===== config.mk =====
export PLATFORM = sky130hd
export DESIGN_NAME = param_updown_counter
export DESIGN_NICKNAME = d
export VERILOG_FILES = /design/src/rtl/param_updown_counter_pkg.sv /design/src/rtl/param_updown_counter_tick_prescaler.sv /design/src/rtl/param_updown_counter.sv
export SDC_FILE = /design/constraint.sdc
export NUM_CORES = 1
export LEC_CHECK = 0
export CORE_MARGIN = 2
export CORE_UTILIZATION = 47
export CTS_CLUSTER_SIZE = 25
export DETAILED_ROUTE_END_ITERATION = 16
export GPL_ROUTABILITY_DRIVEN = 0
export PLACE_DENSITY = 0.78
export SETUP_SLACK_MARGIN = 0.05
export SYNTH_ARGS = -nofsm -noshare
export SYNTH_HDL_FRONTEND = slang
export SYNTH_SLANG_ARGS = --single-unit

===== constraint.sdc =====
create_clock -name clk -period 2.65 [get_ports clk]
set_input_delay 0.265 -clock clk [delete_from_list [all_inputs] [get_ports clk]]
set_output_delay 0.265 -clock clk [all_outputs]
set_load 0.02 [all_outputs]

===== src/rtl/param_updown_counter_pkg.sv =====
// Shared counter definitions: direction and boundary-mode encodings,
// the per-cycle count action, and a prescaler sizing helper.
package param_updown_counter_pkg;

  localparam logic DIR_UP = 1'b1;
  localparam logic DIR_DN = 1'b0;

  localparam int unsigned MODE_WRAP = 0;
  localparam int unsigned MODE_SAT  = 1;

  // What the count register does this cycle, after priority resolution.
  typedef enum logic [1:0] {
    ACT_HOLD = 2'd0,
    ACT_LOAD = 2'd1,
    ACT_UP   = 2'd2,
    ACT_DN   = 2'd3
  } act_e;

  // Width of the prescaler phase register (at least one bit).
  function automatic int unsigned presc_width(input int unsigned n);
    return (n > 1) ? $clog2(n) : 1;
  endfunction

endpackage


===== src/rtl/param_updown_counter_tick_prescaler.sv =====
// Enabled-cycle prescaler: counts enabled cycles 0..PRESCALE-1 and issues a
// tick on the last phase, then returns to 0. Holds while en is low.
module tick_prescaler
  import param_updown_counter_pkg::*;
#(
  parameter int unsigned PRESCALE = 1
) (
  input  logic clk,
  input  logic reset,
  input  logic clr,
  input  logic en,
  output logic tick
);

  localparam int unsigned   PW   = presc_width(PRESCALE);
  localparam logic [PW-1:0] LAST = PW'(PRESCALE - 1);

  logic [PW-1:0] r_phase;
  logic          w_last;

  // With PRESCALE=1 LAST is 0 and the phase never leaves 0, so tick reduces to en.
  assign w_last = (r_phase == LAST);
  assign tick   = en & w_last;

  // Phase register: cleared on reset or restart, advances on enabled cycles.
  always_ff @(posedge clk) begin
    if (reset || clr) begin
      r_phase <= '0;
    end else if (en) begin
      r_phase <= w_last ? '0 : r_phase + 1'b1;
    end
  end

endmodule


===== src/rtl/param_updown_counter.sv =====
// Parametrised up/down counter with modulo limit, wrap/saturate mode,
// parallel load, prescaled enable, and terminal/boundary flags.
module param_updown_counter
  import param_updown_counter_pkg::*;
#(
  parameter int unsigned WIDTH     = 8,
  parameter int unsigned MAX_COUNT = (2 ** WIDTH) - 1,
  parameter int unsigned PRESCALE  = 1,
  parameter int unsigned SATURATE  = MODE_WRAP
) (
  input  logic             clk,
  input  logic             reset,
  input  logic             en,
  input  logic             up_dn,
  input  logic             load,
  input  logic [WIDTH-1:0] load_val,
  input  logic             clr_ovf,
  output logic [WIDTH-1:0] count,
  output logic             tc,
  output logic             wrap_p,
  output logic             overflow
);

  localparam logic [WIDTH-1:0] MAX_C = WIDTH'(MAX_COUNT);

  logic [WIDTH-1:0] r_count;
  logic             r_wrap;
  logic             r_ovf;

  logic             w_tick;
  act_e             w_act;
  logic [WIDTH-1:0] w_next;
  logic             w_event;

  function automatic logic [WIDTH-1:0] clamp_load(input logic [WIDTH-1:0] v);
    return (v > MAX_C) ? MAX_C : v;
  endfunction

  // Load restarts the prescaler so the first step lands PRESCALE cycles later.
  tick_prescaler #(
    .PRESCALE(PRESCALE)
  ) u_presc (
    .clk  (clk),
    .reset(reset),
    .clr  (load),
    .en   (en),
    .tick (w_tick)
  );

  // Resolve load > step priority, then compute next count and boundary event.
  always_comb begin
    w_act   = ACT_HOLD;
    w_next  = r_count;
    w_event = 1'b0;

    if (load) begin
      w_act = ACT_LOAD;
    end else if (w_tick) begin
      w_act = (up_dn == DIR_UP) ? ACT_UP : ACT_DN;
    end

    case (w_act)
      ACT_LOAD: w_next = clamp_load(load_val);
      ACT_UP: begin
        if (r_count == MAX_C) begin
          w_event = 1'b1;
          w_next  = (SATURATE == MODE_SAT) ? MAX_C : '0;
        end else begin
          w_next = r_count + 1'b1;
        end
      end
      ACT_DN: begin
        if (r_count == '0) begin
          w_event = 1'b1;
          w_next  = (SATURATE == MODE_SAT) ? '0 : MAX_C;
        end else begin
          w_next = r_count - 1'b1;
        end
      end
      default: w_next = r_count;
    endcase
  end

  // Count, boundary pulse and sticky overflow; a new event beats clr_ovf.
  always_ff @(posedge clk) begin
    if (reset) begin
      r_count <= '0;
      r_wrap  <= 1'b0;
      r_ovf   <= 1'b0;
    end else begin
      r_count <= w_next;
      r_wrap  <= w_event;
      r_ovf   <= w_event | (r_ovf & ~clr_ovf);
    end
  end

  assign count    = r_count;
  assign wrap_p   = r_wrap;
  assign overflow = r_ovf;
  assign tc       = (up_dn == DIR_UP) ? (r_count == MAX_C) : (r_count == '0);

endmodule


==> implementation parameters <==
Parameter                              Value

Timing
  Final Setup Violations ... 0
  Skew final ... 0.00510 ns
  Post-Route Setup TNS ... 0 ns
  Worst Hold Margin ... 0.473 ns
  Pin slew with the least headroom to its limit ... ~0.45 ns
  Final Critical Period ... approximately 2.2 ns
  Count of final hold-check violations ... 0
  Max Clock Freq ... around 450 MHz
  Final worst path period share ... 83.3%
  Unrepaired setup endpoints after global routing ... false
  Slew Viols, Final ... 0
  Relative slew slack ... 69.8%

Die
  I/O pin count ... 25
  Row Count ... 15
  Die Footprint ... 2320 sq um
  Effective utilization at floorplan ... just over 50%
  Die outline height ... 48.2 microns
  Horizontal die dimension ... 48.2 microns
  Core area ... between 1500 and 2000 sq um

Finish
  Fin nets ... around 160
  Leading cell types in the layout, fill and taps excluded ... 23 x clkdlybuf4s50_1, 10 x dfxtp_1
  Multi-input gate area ... between 600 and 700 sq um
  Area occupied by registers ... 200 sq um
  Post-route cell area ... 1220 sq um
  Leading cell type in the layout, fill and taps excluded ... clkdlybuf4s50_1
  Share of layout cells above drive strength 1 ... 11.1%
  Area grow syn2layout ... 33.3%
  Number of fill cells in the layout ... 140
  Ant diodes ... 0

Pwr
  Power per unit of standard cell area ... 432 nW/um^2
  Peak supply drop ... 388 uV
  Leakage power total ... 0.494 nW

Yosys
  Yosys cell types ... 47
  Count of synthesis-stage warnings from yosys ... 0
  Count of flip-flops with a built-in enable after synthesis ... 0
  Syn_nets ... 139
  Area of the mapped netlist ... 917 sq um
  Sequential fraction of the synthesis area ... 21.8%
  Gate count after technology mapping ... 122
  Synthesized area divided by synthesized cell count ... 7.52 sq um
  FFs w/ async S/R, synth ... 0%
  Total of flip-flops plus latches after synthesis ... 10
  Most instantiated flip-flop cell in the synthesis netlist ... dfxtp_1

Route
  Routed Antenna Nets ... 0
  Length of the first detailed-routing pass in iterations ... 4
  Number of DRC violations after detailed routing ... 0
  Final routed wire length divided by cell count ... roughly 15 microns
  Initial detailed-routing violation count ... 40
  Drt total wl ... 2520 microns
  Total number of vias ... 1004
  Vias per std cell ... 5.94

Clock network
  Clock Tree Buf Depth ... 2
  Root buf cell ... clkbuf_4
  Clock latency on the worst-skew pair ... approximately 0.28 ns
  Buffers inserted by post-CTS timing repair ... 0
  Clock transition at the register clock pins on the worst setup and hold paths after CTS ... around 0.08 ns
  H-tree depth reported by CTS ... 1
  CTS Sinks ... 10
  Num CTS Buffers ... 3
  Cts hold-fix bufs ... 0
  Clock tree from TritonCTS ... built

Setup path
  Kind of critical path ... reg -> out
  Cell with the largest stage delay on the worst path ... dfxtp_1
  Reg2Reg Capture Point ... count[2]
  Max incr delay on CP ... roughly 0.31 ns
  Worst r2r path cells ... 6
  Endpoint class of the critical path ... output pin
  CP max FO ... 12
  Cell-by-cell listing of the critical path ... buf_4 -> ha_1 -> and4_1 -> and3_1 -> or2_2 -> dlymetal6s2s_1
  Critical path data required time ... 2.38 ns
  Nature of the critical path startpoint ... flop
  Arrival time of the worst setup path ... roughly 1.9 ns
  Worst reg2reg startpoint ... count[0]
  Worst reg-to-reg setup slack ... about 0.76 ns

Min path
  Hold Path Class ... reg -> reg
  HP Start ... overflow
  Hold Path Stages ... 2
  Worst Hold End ... overflow

Placed design
  Instance area at placement ... 1180 sq um
  Post-detail-place hpwl ... 1800 microns
  Number of port buffers ... 24

Status
  Outcome ... completed

Global routing
  Wire length of the first global-routing pass ... 3970 microns
  Initial antenna violation count ... 0
  Vias in the first global route ... 881
  Total routing resource utilization after global routing ... between 20 and 25%
  Aggregate global routing overflow ... 0
  Maximum number of pins on one net before global-route repair ... 21

Job
  Max Cap Viol ... 0
metrics by stage:
step | utilization (%) | setup slack [ns] | cells | power [mW]
after global routing | 68.6 | 0.375 | 169 | 0.554
final | 68.6 | 0.443 | 169 | 0.529
after CTS | 68.4 | 0.0836 | 169 | 0.527
after floorplan | - | 0.565 | 122 | 0.314
after global placement | 66.0 | 0.390 | 165 | 0.375
after detailed placement | 66.0 | 0.341 | 165 | 0.378
report_power, final:
part | total (mW) | internal (mW) | switching, mW
logic | 0.211 | 0.101 | 0.110
registers | 0.171 | 0.161 | 0.0104
clock network | 0.147 | 0.0836 | 0.0633
total | 0.529 | 0.345 | 0.184
state kept, by name, indices dropped and copies added (netlist names):
signal    count
overflow      1
wrap_p        1
count         8
critical path, delay by kind of cell (launching register included):
kind                     cells  cell delay (ns)
adder cells (fa/ha/maj)      1             0.27
AND/OR/NAND/NOR              3             0.72
flip-flops                   1             0.31
buffers and inverters        2             0.38
worst max path at each step:
stage,from,to,slack [ns]
CTS,count[0],tc,0.08
finish,count[0],tc,0.44
global route,count[0],tc,0.37
detailed placement,count[0],tc,0.34
global placement,count[0],tc,0.39
floorplan,count[0],count[7],0.57
final cells by class:
class,count,area share [%]
well taps,25,2.56
flip-flops and latches,10,16.4
inverters,7,2.15
repair buffers,31,24.2
clock buffers,4,2.97
multi-input cells,92,51.8
cell families after synthesis:
logic type / count (synthesis) / share of synthesized area [%]
AOI/OAI and AO/OA: 44 / 33.2
and+or+nand+nor: 40 / 26.2
buffers and inverters: 20 / 9.82
DFF: 10 / 21.8
xor gates and xnor gates: 4 / 3.82
adders and majority gates: 3 / 4.09
muxes: 1 / 1.09
what timing repair did:
| action | in CTS | in global routing |
|---|---|---|
| endpoints found under the hold margin | 0 | 0 |
| setup endpoints to repair | 1 | 1 |
| gates resized for setup | 1 | 1 |
routing by layer:
layer	vias up	GRT usage (%)	wire length [microns]
met5	-	0	0
met4	0	7.57	53
met3	9	8.52	226
met2	41	38.2	1150
met1	459	32.8	1080
li1	495	-	-
Yosys cell counts (3+ instances only):
master	instances	area [sq um]
a31oi_1	4	25.0
o31a_1	3	26.3
o21ai_0	7	35.0
a221oi_1	3	26.3
nand2_1	7	26.3
a21oi_1	7	35.0
nand2b_1	3	18.8
clkbuf_1	10	37.5
o31ai_1	3	22.5
nor3b_1	3	22.5
nor2_1	6	22.5
dfxtp_1	10	200
and3_1	3	18.8
inv_1	7	26.3
ha_1	3	37.5
No activity file was read; power rests on OpenSTA's default activity.
